## src/rtl/rs485_port_mux.sv

```systemverilog
// ---------------------------------------------------------------------------
// rs485_port_mux
//
// Routes N_SRC serial TX sources onto N_CH half-duplex RS-485 transceivers.
// Each channel is OFF, TX (driving a selected source), RX (listening) or in
// TURN, a dead-time window that separates any two different modes so that a
// driver and a receiver are never enabled together on the same transceiver.
//
// Ports
//   clk, rst          system clock, asynchronous active-high reset
//   cfg_we            one-cycle configuration write strobe
//   cfg_ch            target channel index
//   cfg_mode          00 OFF, 01 TX, 10 RX, 11 illegal
//   cfg_src           TX source index (checked only for TX writes)
//   cfg_ack, cfg_err  one-cycle accept / reject pulse, cycle after cfg_we
//   src_d             serial source bits
//   ch_r              transceiver receiver outputs (asynchronous)
//   ch_d              transceiver driver inputs
//   ch_de             driver enable, active-high
//   ch_nre            receiver enable, active-low
//   rx_q              synchronised receive data, idle-high outside RX
//   ch_busy           channel is in its turnaround window
//
// Config handshake: cfg_we is a single-cycle strobe with no backpressure.
// Every cycle with cfg_we=1 is answered in the next cycle by exactly one of
// cfg_ack (write applied) or cfg_err (write dropped, no state change).
//
// The per-channel FSM state is fully observable on the registered outputs:
// OFF (de=0,nre=1,busy=0), TX (de=1), RX (nre=0), TURN (busy=1).
// ---------------------------------------------------------------------------
module rs485_port_mux #(
   parameter int N_CH  = 22,
   parameter int N_SRC = 4,
   parameter int GUARD = 8,
   localparam int CH_W  = (N_CH > 1) ? $clog2(N_CH) : 1,
   localparam int SRC_W = $clog2(N_SRC),
   localparam int CNT_W = $clog2(GUARD + 1)
) (
   input  logic             clk,
   input  logic             rst,
   input  logic             cfg_we,
   input  logic [CH_W-1:0]  cfg_ch,
   input  logic [1:0]       cfg_mode,
   input  logic [SRC_W-1:0] cfg_src,
   output logic             cfg_ack,
   output logic             cfg_err,
   input  logic [N_SRC-1:0] src_d,
   input  logic [N_CH-1:0]  ch_r,
   output logic [N_CH-1:0]  ch_d,
   output logic [N_CH-1:0]  ch_de,
   output logic [N_CH-1:0]  ch_nre,
   output logic [N_CH-1:0]  rx_q,
   output logic [N_CH-1:0]  ch_busy
);

   // Encoding of OFF/TX/RX matches cfg_mode so a same-mode write can be
   // detected with a direct compare.
   typedef enum logic [1:0] {
      ST_OFF  = 2'b00,
      ST_TX   = 2'b01,
      ST_RX   = 2'b10,
      ST_TURN = 2'b11
   } state_t;

   state_t           state     [N_CH];
   state_t           nxt_state [N_CH];
   state_t           tgt       [N_CH];
   state_t           nxt_tgt   [N_CH];
   logic [SRC_W-1:0] src_sel   [N_CH];
   logic [SRC_W-1:0] nxt_src   [N_CH];
   logic [CNT_W-1:0] cnt       [N_CH];
   logic [CNT_W-1:0] nxt_cnt   [N_CH];

   // First synchroniser stage for ch_r; rx_q itself is the second stage.
   logic [N_CH-1:0]  sync1;

   logic             ch_ok;
   logic             src_ok;
   logic             tgt_busy;
   logic             wr_reject;
   logic             wr_accept;
   logic [CH_W-1:0]  ch_idx;

   // Write validation. ch_idx is clamped so the TURN lookup never indexes
   // past the channel array when cfg_ch is out of range.
   always_comb begin
      ch_ok     = (int'(cfg_ch) < N_CH);
      ch_idx    = ch_ok ? cfg_ch : '0;
      src_ok    = (int'(cfg_src) < N_SRC);
      tgt_busy  = (state[ch_idx] == ST_TURN);
      wr_reject = !ch_ok
                || (cfg_mode == 2'b11)
                || ((cfg_mode == 2'b01) && !src_ok)
                || tgt_busy;
      wr_accept = cfg_we && !wr_reject;
   end

   // Next-state for every channel. A channel in TURN ignores writes (they
   // are rejected above), counts down to zero and then enters its target.
   always_comb begin
      for (int i = 0; i < N_CH; i++) begin
         nxt_state[i] = state[i];
         nxt_tgt[i]   = tgt[i];
         nxt_src[i]   = src_sel[i];
         nxt_cnt[i]   = cnt[i];
         if (state[i] == ST_TURN) begin
            if (cnt[i] == '0) begin
               nxt_state[i] = tgt[i];
            end else begin
               nxt_cnt[i] = cnt[i] - 1'b1;
            end
         end else if (wr_accept && (int'(cfg_ch) == i)) begin
            if (cfg_mode == state[i]) begin
               // Re-selecting the source while already driving needs no
               // dead time: the driver stays enabled throughout.
               if (state[i] == ST_TX) begin
                  nxt_src[i] = cfg_src;
               end
            end else begin
               nxt_state[i] = ST_TURN;
               nxt_cnt[i]   = CNT_W'(GUARD);
               nxt_tgt[i]   = state_t'(cfg_mode);
               nxt_src[i]   = cfg_src;
            end
         end
      end
   end

   // State and registered output decode. Outputs are decoded from the
   // next state so they change in the same cycle as the state register,
   // and ch_d carries src_d with exactly one cycle of latency.
   always_ff @(posedge clk or posedge rst) begin
      if (rst) begin
         cfg_ack <= 1'b0;
         cfg_err <= 1'b0;
         sync1   <= '1;
         ch_d    <= '0;
         ch_de   <= '0;
         ch_nre  <= '1;
         ch_busy <= '0;
         rx_q    <= '1;
         for (int i = 0; i < N_CH; i++) begin
            state[i]   <= ST_OFF;
            tgt[i]     <= ST_OFF;
            src_sel[i] <= '0;
            cnt[i]     <= '0;
         end
      end else begin
         cfg_ack <= wr_accept;
         cfg_err <= cfg_we && wr_reject;
         sync1   <= ch_r;
         for (int i = 0; i < N_CH; i++) begin
            state[i]   <= nxt_state[i];
            tgt[i]     <= nxt_tgt[i];
            src_sel[i] <= nxt_src[i];
            cnt[i]     <= nxt_cnt[i];
            ch_de[i]   <= (nxt_state[i] == ST_TX);
            ch_nre[i]  <= (nxt_state[i] != ST_RX);
            ch_busy[i] <= (nxt_state[i] == ST_TURN);
            ch_d[i]    <= (nxt_state[i] == ST_TX) ? src_d[nxt_src[i]] : 1'b0;
            rx_q[i]    <= (nxt_state[i] == ST_RX) ? sync1[i] : 1'b1;
         end
      end
   end

endmodule

```

## config.mk

```make
export PLATFORM = sky130hd
export DESIGN_NAME = rs485_port_mux
export DESIGN_NICKNAME = d
export VERILOG_FILES = /design/src/rtl/rs485_port_mux.sv
export SDC_FILE = /design/constraint.sdc
export NUM_CORES = 1
export LEC_CHECK = 0
export ABC_AREA = 1
export CAP_MARGIN = 25
export CORE_ASPECT_RATIO = 0.6
export CORE_MARGIN = 1.5
export CORE_UTILIZATION = 35
export DETAILED_ROUTE_END_ITERATION = 6
export PLACE_DENSITY = 0.56
export SLEW_MARGIN = 20
export SYNTH_ARGS = -nofsm -noshare
export SYNTH_HDL_FRONTEND = slang
export SYNTH_SLANG_ARGS = --single-unit
```

## constraint.sdc

```tcl
create_clock -name clk -period 13.95 [get_ports clk]
set_clock_uncertainty 0.1 [all_clocks]
set_input_delay 2.79 -clock clk [delete_from_list [all_inputs] [get_ports clk]]
set_output_delay 2.79 -clock clk [all_outputs]
set_load 0.005 [all_outputs]
```

==> results.py <==
metrics = {
    "layout": {
        "nets": 2415,
        "final_cell_mix": "533 x nand2_1, 332 x inv_1, 288 x dfrtp_1",
        "layout-drive-gt1-share_pct": 9.68,
        "area_growth_pct": 20.5,
        "finish.instance_area_um2": 21500,
        "stdcell_count": 3058,
        "antenna_cells": 0,
        "layout_commonest_cell": "nand2_1",
        "post-route-util_pct": 43.2,
    },
    "hold_path": {
        "min_path_type": "flop to flop",
        "holdPathStages": 2,
        "hold_start": "tgt[22]$_DFFE_PP0P_",
    },
    "clocking": {
        "clkSinkCount": 354,
        "cts_hold_buf": 0,
        "cts_tree": "yes",
        "htree_num_levels": 2,
        "post-cts-setup-buffers": 0,
        "clk_latency_ns": 0.54,
        "cts_max_path_buffers": 3,
        "cts_resized": 0,
        "clk_pin_slew_ns": 0.06,
        "root_buffer": "clkbuf_16",
        "cts-buffers-inserted": 39,
    },
    "sta": {
        "slew_headroom_pct": 31.2,
        "finalHoldViolations": 0,
        "period_needed_ns": 7.22,
        "grt_setup_unrepaired": "false",
        "post-route-period-util_pct": 51.8,
        "clock.fmax_mhz": 138,
        "finalSetupTns_ns": 0,
        "setup_viol": 0,
        "tightest_slew_ns": 1.03,
        "slew_violations": 0,
    },
    "grt": {
        "antenna_found_initial": 0,
        "grt_max_degree": 132,
        "busiest_layer": "met2",
        "met1_usage_pct": 27.3,
        "grtUsageMet2_pct": 27.7,
        "grt_pass1_vias": 14000,
        "grt_use_total_pct": 18.4,
        "grt-ovfl-total": 0,
        "grtUsageMet3_pct": 3.19,
        "grt_pass1_wl_um": 76000,
    },
    "floorplan": {
        "die_w_um": 294,
        "initial_core_util_pct": 35.8,
        "ioPinCount": 150,
        "fp.dieH_um": 178,
        "dieArea_um2": 52400,
        "core.rowCount": 63,
        "coreArea_um2": 49800,
    },
    "yosys": {
        "yosysTopAreaCellShare_pct": 40.4,
        "synth_top_area_cell": "dfrtp_1",
        "syn_area_um2": 17800,
        "ys_warn_count": 0,
        "syn_nets": 2263,
        "synthTopCellsByArea": "dfrtp_1 40%, nand2_1 11%, dfstp_2 9.7%",
        "yosys_register_bits": 354,
        "ys_seq_area_share_pct": 50.1,
        "synth.distinct_cells": 45,
        "postSynthCellCount": 2194,
        "syn-mean-instance-area_um2": 8.13,
    },
    "critical_path": {
        "crit_arrival_ns": 7.59,
        "cp-startpoint": "cfg_ch[4]",
        "worstReg2RegStart": "state[6]$_DFF_PP0_",
        "critPathLaunchType": "input port",
        "worstRegToRegCells": 11,
        "crit_fanout": 41,
        "worstSetupPathType": "input port to flop",
        "crit_path_end_kind": "flop",
        "cp.required_ns": 14.32,
    },
    "placement": {
        "dpl_cell_area_um2": 20000,
        "dp_cells": 2985,
        "io_buffer_count": 149,
        "dp_hpwl_um": 32500,
        "gp_congestion": 0.865,
    },
    "detailed_routing": {
        "routedWlPerCell_um": 15.6,
        "viasPerCell": 4.85,
        "vias": 14800,
        "drtIter0Drc": 1273,
        "drc_errors": 0,
        "drt-total-wl_um": 47800,
        "ant_nets": 0,
        "first_pass_iters": 7,
    },
    "power": {
        "powerDensity_nw_per_um2": 184,
        "vdd.ir_drop.worst_v": 0.0000775,
        "power.leakage_nw": 10.6,
    },
    "run": {
        "drv_cap": 0,
    },
    "run_status": {
        "status": "finished, final reports clean",
    },
}
## final cells by class
| cell class | count | area (µm²) |
|---|---|---|
| clock inverters | 17 | 270 |
| clock buffers | 54 | 1160 |
| repair buffers | 165 | 1640 |
| flip-flops and latches | 354 | 8940 |
| multi-input cells | 1445 | 7350 |
| inverters | 341 | 1290 |
| well taps | 682 | 853 |
| fillers | 4921 | 28300 |
## power breakdown
| part | internal (mW) | total, mW | switching (mW) |
|---|---|---|---|
| combinational | 0.513 | 1.29 | 0.774 |
| sequential | 1.35 | 1.53 | 0.176 |
| clock | 0.714 | 1.15 | 0.437 |
## flip-flops by register name, summed over array words and instances, names as in the netlist
signal / count
rx_q: 22
cfg_ack: 1
state: 44
cfg_err: 1
tgt: 44
sync1: 22
ch_nre: 22
ch_de: 22
src_sel: 44
cnt: 88
ch_busy: 22
ch_d: 22
## critical path, stage by stage
cell	delay [ns]
clkdlybuf4s50_1	0.83
inv_2	0.30
nor2_1	0.06
nand2_1	0.10
nand3_2	0.24
nand2_1	0.15
o21ai_0	0.09
nand3_1	0.09
nand2_1	0.07
nand3_2	0.45
inv_2	0.17
nor2_8	0.80
nand4_1	0.63
nand2_1	0.32
nand4_1	0.17
or2_1	0.25
## cell usage after synthesis, drive strengths merged
cell type  number
o41ai           3
buf            18
nand4          74
o31ai          17
o21a            4
inv           341
and3           16
clkbuf         36
xnor2          23
o211ai          7
dfrtp         288
nor2          240
a22oi           2
nor3b           1
xor2            8
mux2i          13
ha             31
o21ai         178
nand2         540
o21bai          8
nor3           20
a21oi          43
dfstp          66
a31oi           1
or2            25
nand3         176
nand3b         15
## metal layers
metal	vias to the layer above	part of all wire, %
met5	-	0
li1	7293	-
met4	0	1.9
met1	7074	50
met2	404	43
met3	71	5.7
## final timing paths
path / end / slack (ns)
setup / recovery: rx_q[14]$_DFF_PP1_ / 6.73
hold / removal: tgt[22]$_DFFE_PP0P_ / 0.39
setup reg to reg: rx_q[14]$_DFF_PP1_ / 9.94
hold reg to reg: tgt[22]$_DFFE_PP0P_ / 0.39
max in group asynchronous: ch_nre[8]$_DFF_PP1_ / 9.29
min in group asynchronous: ch_busy[15]$_DFF_PP0_ / 2.68
## cell families after synthesis
logic type | Yosys count | share of synthesized area [%]
simple gates | 1107 | 28.7
flops | 354 | 50.1
xor+xnor | 31 | 1.52
fa+ha+maj | 31 | 2.17
buf+inv | 395 | 8.71
mux | 13 | 0.729
compound gates | 263 | 8.04
## metrics by stage
step	power, mW	hold slack, ns	setup slack (ns)
finish	3.96	0.386	6.73
global route	4.26	0.402	6.31
CTS	4.00	0.389	6.87
detailed placement	2.82	0.374	6.27
global placement	2.78	0.365	6.55
floorplan	2.37	0.348	1.35
Power figures use the tool's default switching activity.
